## src/rtl/instr_fetch.sv

```systemverilog
// Instruction fetch stage: issues sequential word-address reads, buffers responses
// in a 2-entry FIFO towards decode, handles redirects and a sticky HALT.
module instr_fetch #(
    parameter int unsigned           ADDR_WIDTH = 32,
    parameter int unsigned           DATA_WIDTH = 32,
    parameter logic [ADDR_WIDTH-1:0] RESET_PC   = '0
) (
    input  logic                  clk,
    input  logic                  rst_n,
    input  logic                  en,
    output logic [ADDR_WIDTH-1:0] im_addr,
    output logic                  im_oen,
    input  logic [DATA_WIDTH-1:0] im_dataout,
    input  logic                  redirect,
    input  logic [ADDR_WIDTH-1:0] redirect_pc,
    input  logic                  id_ready,
    output logic                  id_valid,
    output logic [DATA_WIDTH-1:0] id_instr,
    output logic [ADDR_WIDTH-1:0] id_pc,
    output logic                  halt
);

    localparam int unsigned OPC_HI   = 31;
    localparam int unsigned OPC_LO   = 25;
    localparam logic [6:0]  HALT_OPC = 7'h7F;

    typedef struct packed {
        logic [DATA_WIDTH-1:0] instr;
        logic [ADDR_WIDTH-1:0] pc;
    } entry_t;

    logic [ADDR_WIDTH-1:0] pc_q, pc_d;
    logic [ADDR_WIDTH-1:0] req_pc_q, req_pc_d;
    logic                  inflight_q, inflight_d;
    logic [1:0]            count_q, count_d;
    logic                  rd_ptr_q, rd_ptr_d;
    logic                  wr_ptr_q, wr_ptr_d;
    logic                  halt_pending_q, halt_pending_d;
    logic                  halt_q, halt_d;
    entry_t                fifo_q [2];

    entry_t                head_c;
    logic                  pop_c;
    logic                  push_c;
    logic                  issue_c;
    logic [2:0]            occ_c;

    assign head_c   = fifo_q[rd_ptr_q];
    assign id_valid = rst_n & (count_q != 2'd0);
    assign id_instr = head_c.instr;
    assign id_pc    = head_c.pc;
    assign im_addr  = pc_q;
    assign im_oen   = ~issue_c;
    assign halt     = halt_q;

    // Issue when the FIFO can hold everything already owed plus one more response.
    always_comb begin
        pop_c   = id_valid & id_ready & ~redirect;
        push_c  = rst_n & inflight_q & ~redirect;
        occ_c   = 3'(count_q) + 3'(inflight_q) - 3'(pop_c);
        issue_c = rst_n & en & ~redirect & ~halt_pending_q & ~halt_q & (occ_c < 3'd2);

        pc_d           = pc_q;
        req_pc_d       = req_pc_q;
        inflight_d     = inflight_q;
        count_d        = count_q;
        rd_ptr_d       = rd_ptr_q;
        wr_ptr_d       = wr_ptr_q;
        halt_pending_d = halt_pending_q;
        halt_d         = halt_q;

        if (redirect) begin
            pc_d           = redirect_pc;
            inflight_d     = 1'b0;
            count_d        = 2'd0;
            rd_ptr_d       = 1'b0;
            wr_ptr_d       = 1'b0;
            halt_pending_d = 1'b0;
        end else begin
            if (issue_c) begin
                pc_d = pc_q + ADDR_WIDTH'(1);
            end
            inflight_d = issue_c;
            req_pc_d   = pc_q;
            if (push_c) begin
                wr_ptr_d = ~wr_ptr_q;
                if (im_dataout[OPC_HI:OPC_LO] == HALT_OPC) begin
                    halt_pending_d = 1'b1;
                end
            end
            if (pop_c) begin
                rd_ptr_d = ~rd_ptr_q;
                if (head_c.instr[OPC_HI:OPC_LO] == HALT_OPC) begin
                    halt_d = 1'b1;
                end
            end
            count_d = count_q + 2'(push_c) - 2'(pop_c);
        end
    end

    always_ff @(posedge clk) begin
        if (!rst_n) begin
            pc_q           <= RESET_PC;
            req_pc_q       <= RESET_PC;
            inflight_q     <= 1'b0;
            count_q        <= 2'd0;
            rd_ptr_q       <= 1'b0;
            wr_ptr_q       <= 1'b0;
            halt_pending_q <= 1'b0;
            halt_q         <= 1'b0;
        end else begin
            pc_q           <= pc_d;
            req_pc_q       <= req_pc_d;
            inflight_q     <= inflight_d;
            count_q        <= count_d;
            rd_ptr_q       <= rd_ptr_d;
            wr_ptr_q       <= wr_ptr_d;
            halt_pending_q <= halt_pending_d;
            halt_q         <= halt_d;
        end
    end

    // Payload storage needs no reset; occupancy is tracked by count_q.
    always_ff @(posedge clk) begin
        if (push_c) begin
            fifo_q[wr_ptr_q] <= {im_dataout, req_pc_q};
        end
    end

endmodule

```

## config.mk

```make
export PLATFORM = sky130hd
export DESIGN_NAME = instr_fetch
export DESIGN_NICKNAME = d
export VERILOG_FILES = /design/src/rtl/instr_fetch.sv
export SDC_FILE = /design/constraint.sdc
export NUM_CORES = 1
export LEC_CHECK = 0
export BUFFER_PORTS_ARGS = -buffer_cell sky130_fd_sc_hd__clkbuf_2
export CORE_ASPECT_RATIO = 1.75
export CORE_MARGIN = 2
export CORE_UTILIZATION = 30
export DETAILED_ROUTE_END_ITERATION = 6
export PLACE_DENSITY = 0.5
export SKIP_LAST_GASP = 1
export SLEW_MARGIN = 10
export SYNTH_ARGS = -nofsm -noshare
export SYNTH_HDL_FRONTEND = slang
export SYNTH_SLANG_ARGS = --single-unit
```

## constraint.sdc

```tcl
create_clock -name clk -period 7.3 [get_ports clk]
set_input_delay 0 -clock clk [delete_from_list [all_inputs] [get_ports clk]]
set_output_delay 0 -clock clk [all_outputs]
set_load 0.05 [all_outputs]
```

Word level (Yosys, flattened, before mapping):

Memories as Yosys holds them, arrays and structs flattened. A register that Yosys moved wholly into a read port is not among the register bits.
Cells that the tools add are included.

* register bits after elaboration: 71
* bits in writable memories: 128
* bits of input ports: 69
* output and inout bits: 99
* word-level logic and storage cells: 45
* memories: 1

* add/sub/neg operators: 5
* $lt $le $gt $ge: 1
* equality and inequality tests: 2
* mux-type cells: 6
* bitwise logic cells: 17
* reduce and logical (&&, ||, !) cells: 5

Memory list
* fifo_q: words 2, width 64, rd ports 1, clocked after memory_dff 1, write ports 1, RTL line 40 `entry_t fifo_q [2];`

Operators with widths (number)
* $mux 32: 2
* $add 32x1->32 const B: 1
* $eq 7x7->1 const B: 2
* $and 1x1->1: 10
* $not 1->1: 7
* $mux 1: 4
* $reduce_bool 2->1: 2
* $add 2x1->3: 1
* $lt 3x2->1 const B: 1
* $reduce_and 3->1: 1
* $sub 3x1->3: 1
* $add 2x1->2: 1
* $reduce_and 2->1: 1
* $reduce_or 2->1: 1
* $sub 2x1->2: 1

Depth between registers and ports, before layout:

Gate-level depths: netlist of the first run.

* depth after elaboration: 9
* depth in mapped cells: 14
* depth with buffers taken out: 11

Worst setup path after synthesis of the first run:

OpenSTA, ideal clock, no wires.

* path kind: input-to-reg
* start: in redirect
* end: mem fifo_q[0][0] in the netlist's numbering, enable pin
* setup time: 486 ps
* data arrival time: 3206 ps
* required time: 6814 ps
* setup slack: 3608 ps
* stages on the path: 5
* path buffers: 2
* cell sequence: buf_6 clkbuf_1 nor2_1 nand2_1 nor2_1

* word-level cells in the longest chain between the ends: 4

Ends and longest elaborated chain
* start, declared: RTL line 14 `input logic redirect,`
* $not 1->1 (no line)
* $and 1x1->1: RTL line 59 `push_c = rst_n & inflight_q & ~redirect;`
* $mux 1: RTL line 125 `if (push_c) begin`
* $mux 1 (not written as such): RTL line 126 `fifo_q[wr_ptr_q] <= {im_dataout, req_pc_q};`
* end, declared: RTL line 40

No other way between the ends.

Worst setup path in the final report of the first run:

* start: reg count_q[1]
* end: reg pc_q[24], in the netlist im_addr[24]

* word-level cells in the longest chain between the ends: 8
* elaborated cells on any way between the ends: 9
* those cells by class: add/sub: 2; order compare: 1; bitwise: 4; reduce/logical: 2

Ends and longest elaborated chain
* start, declared: RTL line 35 `logic [1:0] count_q, count_d;`
* start signal, assigned: RTL line 115 `count_q <= count_d;`
* $reduce_bool 2->1: RTL line 49 `assign id_valid = rst_n & (count_q != 2'd0);`
* $and 1x1->1: RTL line 49
* $and 1x1->1 (2 in a row): RTL line 58 `pop_c = id_valid & id_ready & ~redirect;`
* via pop_c: RTL line 43 `logic pop_c;`
* $sub 3x1->3: RTL line 60 `occ_c = 3'(count_q) + 3'(inflight_q) - 3'(pop_c);`
* $lt 3x2->1: RTL line 61 `issue_c = rst_n & en & ~redirect & ~halt_pending_q & ~halt_q & (occ_c < 3'd2);`
* $and 1x1->1: RTL line 61
* $reduce_bool 2->1 (no line)
* end signal, assigned: RTL line 112 `pc_q <= pc_d;`
* end, declared: RTL line 32 `logic [ADDR_WIDTH-1:0] pc_q, pc_d;`

The timed path passes the listed nets, and every way through them passes these cells.
A chain may end at the register's enable or synchronous reset.

==> metrics.md, run 1 <==
| Metric | Value |
|---|---|
| Status | `finished clean` |
| Drt drc | `0` |
| Standard-cell rows | `79` |
| R2R setup slack | `3820 ps` |
| Pwr per Cell Area | `229 mW/mm²` |
| Initial Util | `30.3%` |
| CTS Sinks | `200` |
| Tcrit/Tclk final | `47.7%` |
| Pin count of the biggest net entering global routing | `73` |
| Final estimated routing congestion in global placement | `0.792` |
| Rel. slew slack | `34.1%` |
| Met2 Wirelength | `10800 µm` |
| Maxcap violations | `0` |
| First-pass GRT wire length | `31100 µm` |
| Worst Setup SP | `count_q[1]$_SDFF_PP0_` |
| Register share of total power | `52.6%` |
| Switch share | `24.3%` |
| Top sig layer | `met4` |
| Dominant synthesized flop cell | `edfxtp_1` |
| Vias per cell | `4.85` |
| Via count | `5632` |
| Avg WL per Cell | `17.6 µm` |
| Post-synth ARST share | `0%` |
| Chip Height | `220 µm` |
| Clock buffer depth | `2` |
| Setup-failing EPs final | `0` |
| FF+latch count, synth | `200` |
| # nets final | `898` |
| Port bufs | `167` |
| Final hold viol count | `0` |
| Initial antenna violation count | `0` |
| CTS tree | `done` |
| Synthesized area per cell | `13.4 µm²` |
| Total gr overflow | `0` |
| Met1 WL | `8490 µm` |
| DR WL met3 | `677 µm` |
| Psw | `0.000578 W` |
| Worst EP arrival | `3860 ps` |
| EDFF count, synth | `128` |
| Mapped Cells | `599` |
| CP Class | `register to register` |
| Cell Int Power | `0.00180 W` |
| Critical R2R Capture | `im_addr[24]$_SDFFE_PN0P_` |
| Die Footprint | `0.0281 mm²` |
| Yosys warning total | `0` |
| RR Startpoint | `count_q[1]$_SDFF_PP0_` |
| Leak Pwr | `3.77 nW` |
| Setup TNS | `0 ps` |
| Routed Antenna Nets | `0` |
| TritonCTS Buffers | `17` |
| Least-Margin Pin Slew | `989 ps` |
| Final WL | `20500 µm` |
| Vias in the first global route | `5486` |
| CP Data Required Time | `7680 ps` |
| Peak VDD IR | `0.176 mV` |
| RSZ-0062 raised after global routing | `no` |
| Yosys cell types | `56` |
| Worst hold slack | `45.7 ps` |
| Syn_nets | `673` |
| Crit path to | `im_addr[24]$_SDFFE_PN0P_` |
| Global Route Usage Sum | `14.8%` |
| Critical-path maximum fanout | `19` |
| Clock share of power | `39.3%` |
| Postcts setup bufs | `0` |
| TritonRoute pass-1 iters | `5` |
| Latest clock arrival within the worst-skew pair | `450 ps` |
| Power share of the combinational group | `8.1%` |
| Slew Limit Fails | `0` |
| Die X | `128 µm` |
| Layout cell share with drive strength beyond 1 | `33.5%` |
| Layout fillers | `2569` |
| Mapped cell area | `0.00803 mm²` |
| Clock-pin slew on the worst setup and hold paths | `70 ps` |
| H-tree depth | `4` |
| Element type at the critical path end | `register` |
| F_max | `0.287 GHz` |
| Initial DRC count | `220` |
| Top-Level Pins | `168` |
| Area grow syn2layout | `29.6%` |
| Hold WC Path Type | `primary input to register` |
| Setup crit start kind | `register` |
| Root buffer cell | `clkbuf_16` |
| Final min period | `3480 ps` |
| Register area share after synthesis | `65.8%` |
| Detailed placer's ending HPWL | `13300 µm` |
| R2r worst-path depth | `12` |
| N_diodes | `0` |
| Clock Skew | `6.19 ps` |
| Core area | `0.0265 mm²` |
## power by group through the flow
| stage | clock, W | combinational, W | sequential, W |
|---|---|---|---|
| floorplan | 0 | 0.0000754 | 0.00130 |
| global placement | 0 | 0.000165 | 0.00128 |
| detailed placement | 0 | 0.000166 | 0.00128 |
| CTS | 0.000966 | 0.000194 | 0.00125 |
| global route | 0.00100 | 0.000206 | 0.00125 |
| finish | 0.000935 | 0.000192 | 0.00125 |
## through the flow
| stage | total power (W) | cells | worst slack [ps] | util (%) | instance area [µm²] |
|---|---|---|---|---|---|
| 5_1_grt | 0.00246 | 1161 | 3530 | 39.3 | 10400 |
| 4_1_cts | 0.00241 | 1161 | 3800 | 39.3 | 10400 |
| 6_report | 0.00238 | 1161 | 3820 | 39.3 | 10400 |
| 3_3_place_gp | 0.00144 | 1065 | 3530 | 34.7 | 9190 |
| 2_1_floorplan | 0.00138 | 599 | 3610 | - | 8030 |
| 3_5_place_dp | 0.00144 | 1065 | 3470 | 34.7 | 9190 |
## sequential cells by signal, indices dropped and copies added (netlist names), named ones only
signal	flops
halt	1
req_pc_q	32
count_q	2
im_addr	32
fifo_q	128
rd_ptr_q	1
inflight_q	1
halt_pending_q	1
wr_ptr_q	1
## synth_stat cells, types with 4 or more instances
master    count  share of area [%]
dfxtp_1      72                 18
o21ai_0      22                1.4
mux2_2       67                9.4
nor3_1        5               0.31
inv_1         6               0.28
a21oi_1      25                1.6
nor2b_1       4               0.31
and3_1        6               0.47
xnor2_1       4               0.44
edfxtp_1    128                 48
mux2i_1      24                3.0
ha_1          4               0.62
nor2_1       59                2.8
nor4_1        4               0.31
xor2_1       10                1.1
nand3_1      17                1.1
or4_1         4               0.37
a31oi_1       7               0.55
nand2_1      35                1.6
o311ai_0      4               0.44
o21a_1        4               0.37
nand4_1      12               0.94
clkbuf_1     22                1.0
## critical path, cell delays in order, from the launching register on
cell and delay (ps):
dfxtp_1 380, o21ai_0 420, nor2_1 120, ha_1 280, nand2b_1 150, fa_1 480, nand4bb_1 150, nor3_4 140
buf_4 260, inv_2 180, nor4_1 340, mux2_2 370, a21oi_1 130
## area by class of cell
type | instances | area (µm²) | share of cell area, %
Clock buffer | 17 | 425 | 4.09
Clock inverter | 15 | 151 | 1.46
Inverter | 9 | 33.8 | 0.325
Multi-Input combinational cell | 360 | 2580 | 24.8
Sequential cell | 200 | 5290 | 50.8
Tap cell | 324 | 405 | 3.90
Timing Repair Buffer | 236 | 1510 | 14.6
## layer usage
metal | track usage, % | vias to the layer above
li1 | - | 2711
met1 | 17.0 | 2765
met2 | 26.7 | 133
met3 | 3.02 | 23
met4 | 5.90 | 0
met5 | 0 | -
## cells by family (layout without fill, tap and decap cells)
family	count (synthesis)	in the layout	share of synthesized area, %
AND/OR/NAND/NOR	164	164	10.1
AO/OA/AOI/OAI	86	86	7.14
multiplexers	91	91	12.4
flip-flops	200	200	65.8
XOR/XNOR	14	14	1.53
adder cells (fa/ha/maj)	5	5	0.873
buffers and inverters	39	277	2.14
## repair_timing
| action | 4_1_cts | 5_1_grt |
|---|---|---|
| gates resized for setup | 0 | 0 |
| endpoints found under the hold margin | 97 | 0 |
| hold buffers | 64 | 0 |
## worst min path at each step
stage	startpoint	to	slack (ps)	cells after the start
6_report	id_ready	register	50	4
5_1_grt	en	inflight_q$_SDFF_PP0_	100	4
4_1_cts	id_ready	rd_ptr_q$_SDFFE_PP0P_	20	4
3_5_place_dp	im_dataout[12]	fifo_q[1][44]$_DFFE_PP_	190	1
3_3_place_gp	im_dataout[17]	fifo_q[0][49]$_DFFE_PP_	190	1
2_1_floorplan	im_dataout[0]	fifo_q[0][32]$_DFFE_PP_	100	0
## cell usage in the layout, fill, tap and decap left out, types with 3 or more instances in the layout
| master | instances |
|---|---|
| and3_1 | 5 |
| clkbuf_2 | 166 |
| edfxtp_1 | 128 |
| inv_6 | 3 |
| xor2_1 | 10 |
| nand4_1 | 12 |
| nor2_1 | 58 |
| nor4_1 | 4 |
| o31ai_1 | 3 |
| or4_1 | 4 |
| clkinvlp_4 | 5 |
| o21a_1 | 4 |
| o2111a_1 | 3 |
| dfxtp_1 | 71 |
| mux2i_1 | 24 |
| buf_4 | 5 |
| nand2b_1 | 3 |
| a311oi_1 | 3 |
| mux2_2 | 67 |
| nand3_1 | 17 |
| inv_1 | 6 |
| clkinv_1 | 3 |
| nor2b_1 | 4 |
| clkinv_2 | 3 |
| o311ai_0 | 4 |
| nand2_1 | 35 |
| or3_1 | 3 |
| dlygate4sd3_1 | 64 |
| clkbuf_16 | 17 |
| ha_1 | 4 |
| a21oi_1 | 25 |
| o21ai_0 | 22 |
| xnor2_1 | 4 |
| a31oi_1 | 7 |
| nor3_1 | 5 |
(Power assumes the default switching activity.)
==> run 2: changes to the inputs <==
- ABC_AREA: unset -> 1
- PLACE_DENSITY: 0.5 -> 0.51
- clock period: 7.3 -> 2.95 ns (I/O delays scaled with it)
==> run 2 against run 1 <==
Net effect: non-clock buffer count up 7; critical path depth up 1; via count up 20%; largest power group unchanged; critical endpoint is now im_oen; wire length up 7.1%; sequential share of layout area down 2.3 points; critical path type is now register to output port; final cell count up 31%; die area up 4.4%; combinational power rose to 2.8 times the previous value.
==> metrics.md, run 2 <==
| Metric | Value |
|---|---|
| Status | `finished clean` |
| Port bufs | `167 (unchanged)` |
| Post-synth top area share | `45.8% (-2.1 points)` |
| Max FFs per register | `128 (unchanged)` |
| Most frequent cell after synthesis | `nand2_1` |
| Critical-path maximum fanout | `11 (-8)` |
| Initial antenna violation count | `0 (unchanged)` |
| Worst EP arrival | `2790 ps (-1070 ps)` |
| Vias in the first global route | `6303 (+15%)` |
| R2r worst-path depth | `17 (+5)` |
| Leak Pwr | `4.51 nW (+20%)` |
| Mapped cell area | `0.00839 mm² (+4.5%)` |
| Root buffer cell | `clkbuf_16` |
| Syn_nets | `983 (+46%)` |
| Worst hold endpoint | `im_addr[10]$_SDFFE_PN0P_` |
| Multi-input logic area | `0.00276 mm² (+6.9%)` |
| Drt drc | `0 (unchanged)` |
| Yosys warning total | `0 (unchanged)` |
| Detailed placer's ending HPWL | `15300 µm (+15%)` |
| Die X | `130 µm (+2.2%)` |
| Final estimated routing congestion in global placement | `0.865 (+9.2%)` |
| R2R setup slack | `190 ps (-3630 ps)` |
| Final min period | `2790 ps` |
| Rel. slew slack | `46.7% (+13 points)` |
| CTS tree | `done` |
| Standard-cell rows | `81 (+2.5%)` |
| H-tree depth | `4 (unchanged)` |
| Setup-failing EPs final | `0 (unchanged)` |
| Clock-pin slew on the worst setup and hold paths | `80 ps (about the same)` |
| Hold WC Path Type | `primary input to register` |
| Synthesized area per cell | `9.23 µm² (-31%)` |
| HP Start | `redirect_pc[10]` |
| Critical R2R Capture | `im_addr[30]$_SDFFE_PN0P_` |
| Hold Path Depth | `5 (+1)` |
| Post-synth ARST share | `0% (unchanged)` |
| CTS Sinks | `200 (unchanged)` |
| Final Non-Filler Cells | `1521 (+31%)` |
| Area leader, netlist | `edfxtp_1` |
| Total gr overflow | `0 (unchanged)` |
| Top-Level Pins | `168 (unchanged)` |
| Latest clock arrival within the worst-skew pair | `440 ps (about the same)` |
| FF+latch count, synth | `200 (unchanged)` |
| Register area | `0.00529 mm² (about the same)` |
| Setup TNS | `0 ps (unchanged)` |
| CP Class | `register to output port` |
| Layout cell share with drive strength beyond 1 | `20.3% (-13 points)` |
| N_diodes | `0 (unchanged)` |
| Routed Antenna Nets | `0 (unchanged)` |
| Pin count of the biggest net entering global routing | `67 (-8.2%)` |
| First-pass GRT wire length | `33800 µm (+8.6%)` |
| Crit path buf inv count | `5 (+3)` |
| Clock Skew | `13.6 ps (+7.42 ps)` |
| # nets final | `1209 (+35%)` |
| Pwr per Cell Area | `543 mW/mm² (+140%)` |
| Element type at the critical path end | `output port` |
| Top cells by area, synth | `edfxtp_1 46%, dfxtp_1 17%, nand2_1 15%` |
| RR Startpoint | `count_q[1]$_SDFF_PP0_` |
| Slew Limit Fails | `0 (unchanged)` |
| Vias per cell | `4.44 (-8.4%)` |
| Largest register by flop count | `fifo_q` |
| F_max | `0.358 GHz` |
| Least-Margin Pin Slew | `799 ps (-190 ps)` |
| TritonCTS Buffers | `17 (unchanged)` |
| Peak VDD IR | `0.450 mV (+160%)` |
| Die Footprint | `0.0294 mm² (+4.4%)` |
| Setup crit start kind | `register` |
| Area grow syn2layout | `29.9%` |
| Via count | `6757 (+20%)` |
| Crit-path slowest cell | `fa_1` |
| Mapped Cells | `909 (+52%)` |
| TritonRoute pass-1 iters | `6 (+1)` |
| Avg WL per Cell | `14.4 µm (-18%)` |
| Register area share after synthesis | `63.0% (-2.8 points)` |
| Commonest non-fill, non-tap cells in the layout | `346 x nand2_1, 166 x clkbuf_2, 128 x edfxtp_1` |
| CP top delay family | `adder cells` |
| EDFF count, synth | `128 (unchanged)` |
| Chip Height | `225 µm (+2.2%)` |
| Initial DRC count | `334 (+52%)` |
| Tcrit/Tclk final | `94.6%` |
| CP Data Required Time | `2950 ps (-4730 ps)` |
| Global Route Usage Sum | `15.2% (+0.45 points)` |
| Maxcap violations | `0 (unchanged)` |
| Final WL | `21900 µm (+7.1%)` |
| Dpl cells | `1429 (+34%)` |
| Final hold viol count | `0 (unchanged)` |
| Core area | `0.0278 mm² (+4.8%)` |
| Top post-synthesis cells by count | `346 x nand2_1, 128 x edfxtp_1, 87 x nor2_1` |
| Most common cell after layout, fill and taps aside | `nand2_1` |
| Dominant synthesized flop cell | `edfxtp_1` |
| Critical path cell sequence | `inv_1 -> a21oi_4 -> nand2_1 -> nor2_2 -> ha_1 -> inv_1 -> nand2_1 -> fa_1 -> nand4_1 -> nor2_8 -> inv_2 -> buf_6 -> buf_6` |
| Yosys cell types | `35 (-38%)` |
| Initial Util | `30.2% (-0.089 points)` |
| Clock buffer depth | `2 (unchanged)` |
| Layout fillers | `2810 (+9.4%)` |
| Delay of the slowest critical-path stage | `480 ps (about the same)` |
[run 2: cells by family after synthesis]
family / share of synthesized area (%)
AO/OA/AOI/OAI: 6.67
XOR/XNOR: 0.940
adder cells (fa/ha/maj): 0.835
buffers and inverters: 4.52
flip-flops: 63.0
multiplexers: 0.119
AND/OR/NAND/NOR: 23.9
[run 2: timing repair]
| action | 4_1_cts | 5_1_grt |
|---|---|---|
| pin swaps | 0 | 3 |
| endpoints found under the setup margin | 14 | 7 |
| cloned | 0 | 0 |
| hold endpoints to repair | 92 | 0 |
| gates resized for setup | 1 | 6 |
| hold buffers | 59 | 0 |
| buffers inserted | 0 | 1 |
[run 2: report_power, final]
part           switching, W  internal, W
clock network       0.00106      0.00121
logic              0.000349     0.000188
registers         0.0000715      0.00303
[run 2: worst register-to-register path, cell delays in order (launching register included)]
cell and delay, ps:
dfxtp_2 330, inv_1 70, a21oi_4 150, nand2_1 80, nor2_2 120, ha_1 250
inv_1 50, nand2_1 50, fa_1 480, nand4_1 200, nor2_8 200, inv_2 70
nand2_4 210, buf_4 210, o21ai_0 90, inv_1 80, nand2_1 50, inv_1 40
[run 2: final cells by class]
| type | instances | area share (%) |
|---|---|---|
| clock buffer | 18 | 4.03 |
| clock inverter | 14 | 1.26 |
| inverter | 57 | 1.96 |
| multi-input combinational | 616 | 25.4 |
| sequential | 200 | 48.5 |
| tap | 373 | 4.28 |
| timing repair buffer | 243 | 14.6 |
[run 2: worst max-delay path by stage]
stage,start,end,slack (ps),cells past startpoint
2_1_floorplan,count_q[1]$_SDFF_PP0_,im_addr[7]$_SDFFE_PN0P_,40,16
3_3_place_gp,count_q[0]$_SDFF_PP0_,im_addr[8]$_SDFFE_PN0P_,-110,15
3_5_place_dp,count_q[0]$_SDFF_PP0_,im_addr[8]$_SDFFE_PN0P_,-180,15
4_1_cts,count_q[0]$_SDFF_PP0_,im_oen,20,13
5_1_grt,count_q[0]$_SDFF_PP0_,im_addr[19]$_SDFFE_PN0P_,-10,15
6_report,count_q[1]$_SDFF_PP0_,im_oen,160,13
[run 2: layer usage]
layer	GRT usage, %	wire length [µm]
met1	18.1	8960
met2	26.6	11300
met3	2.92	943
met4	6.38	710
met5	0	0
[run 2: per-stage QoR]
step | cell area, µm² | utilization [%] | power [W] | setup slack, ps | hold slack [ps]
6_report | 10900 | 39.2 | 0.00591 | 159 | 26.9
5_1_grt | 10900 | 39.2 | 0.00615 | -12.4 | 62.6
4_1_cts | 10900 | 39.2 | 0.00599 | 24.5 | 0.579
3_5_place_dp | 9700 | 34.9 | 0.00364 | -176 | 192
3_3_place_gp | 9700 | 34.9 | 0.00364 | -111 | 190
2_1_floorplan | 8410 | - | 0.00346 | 38.1 | 98.9
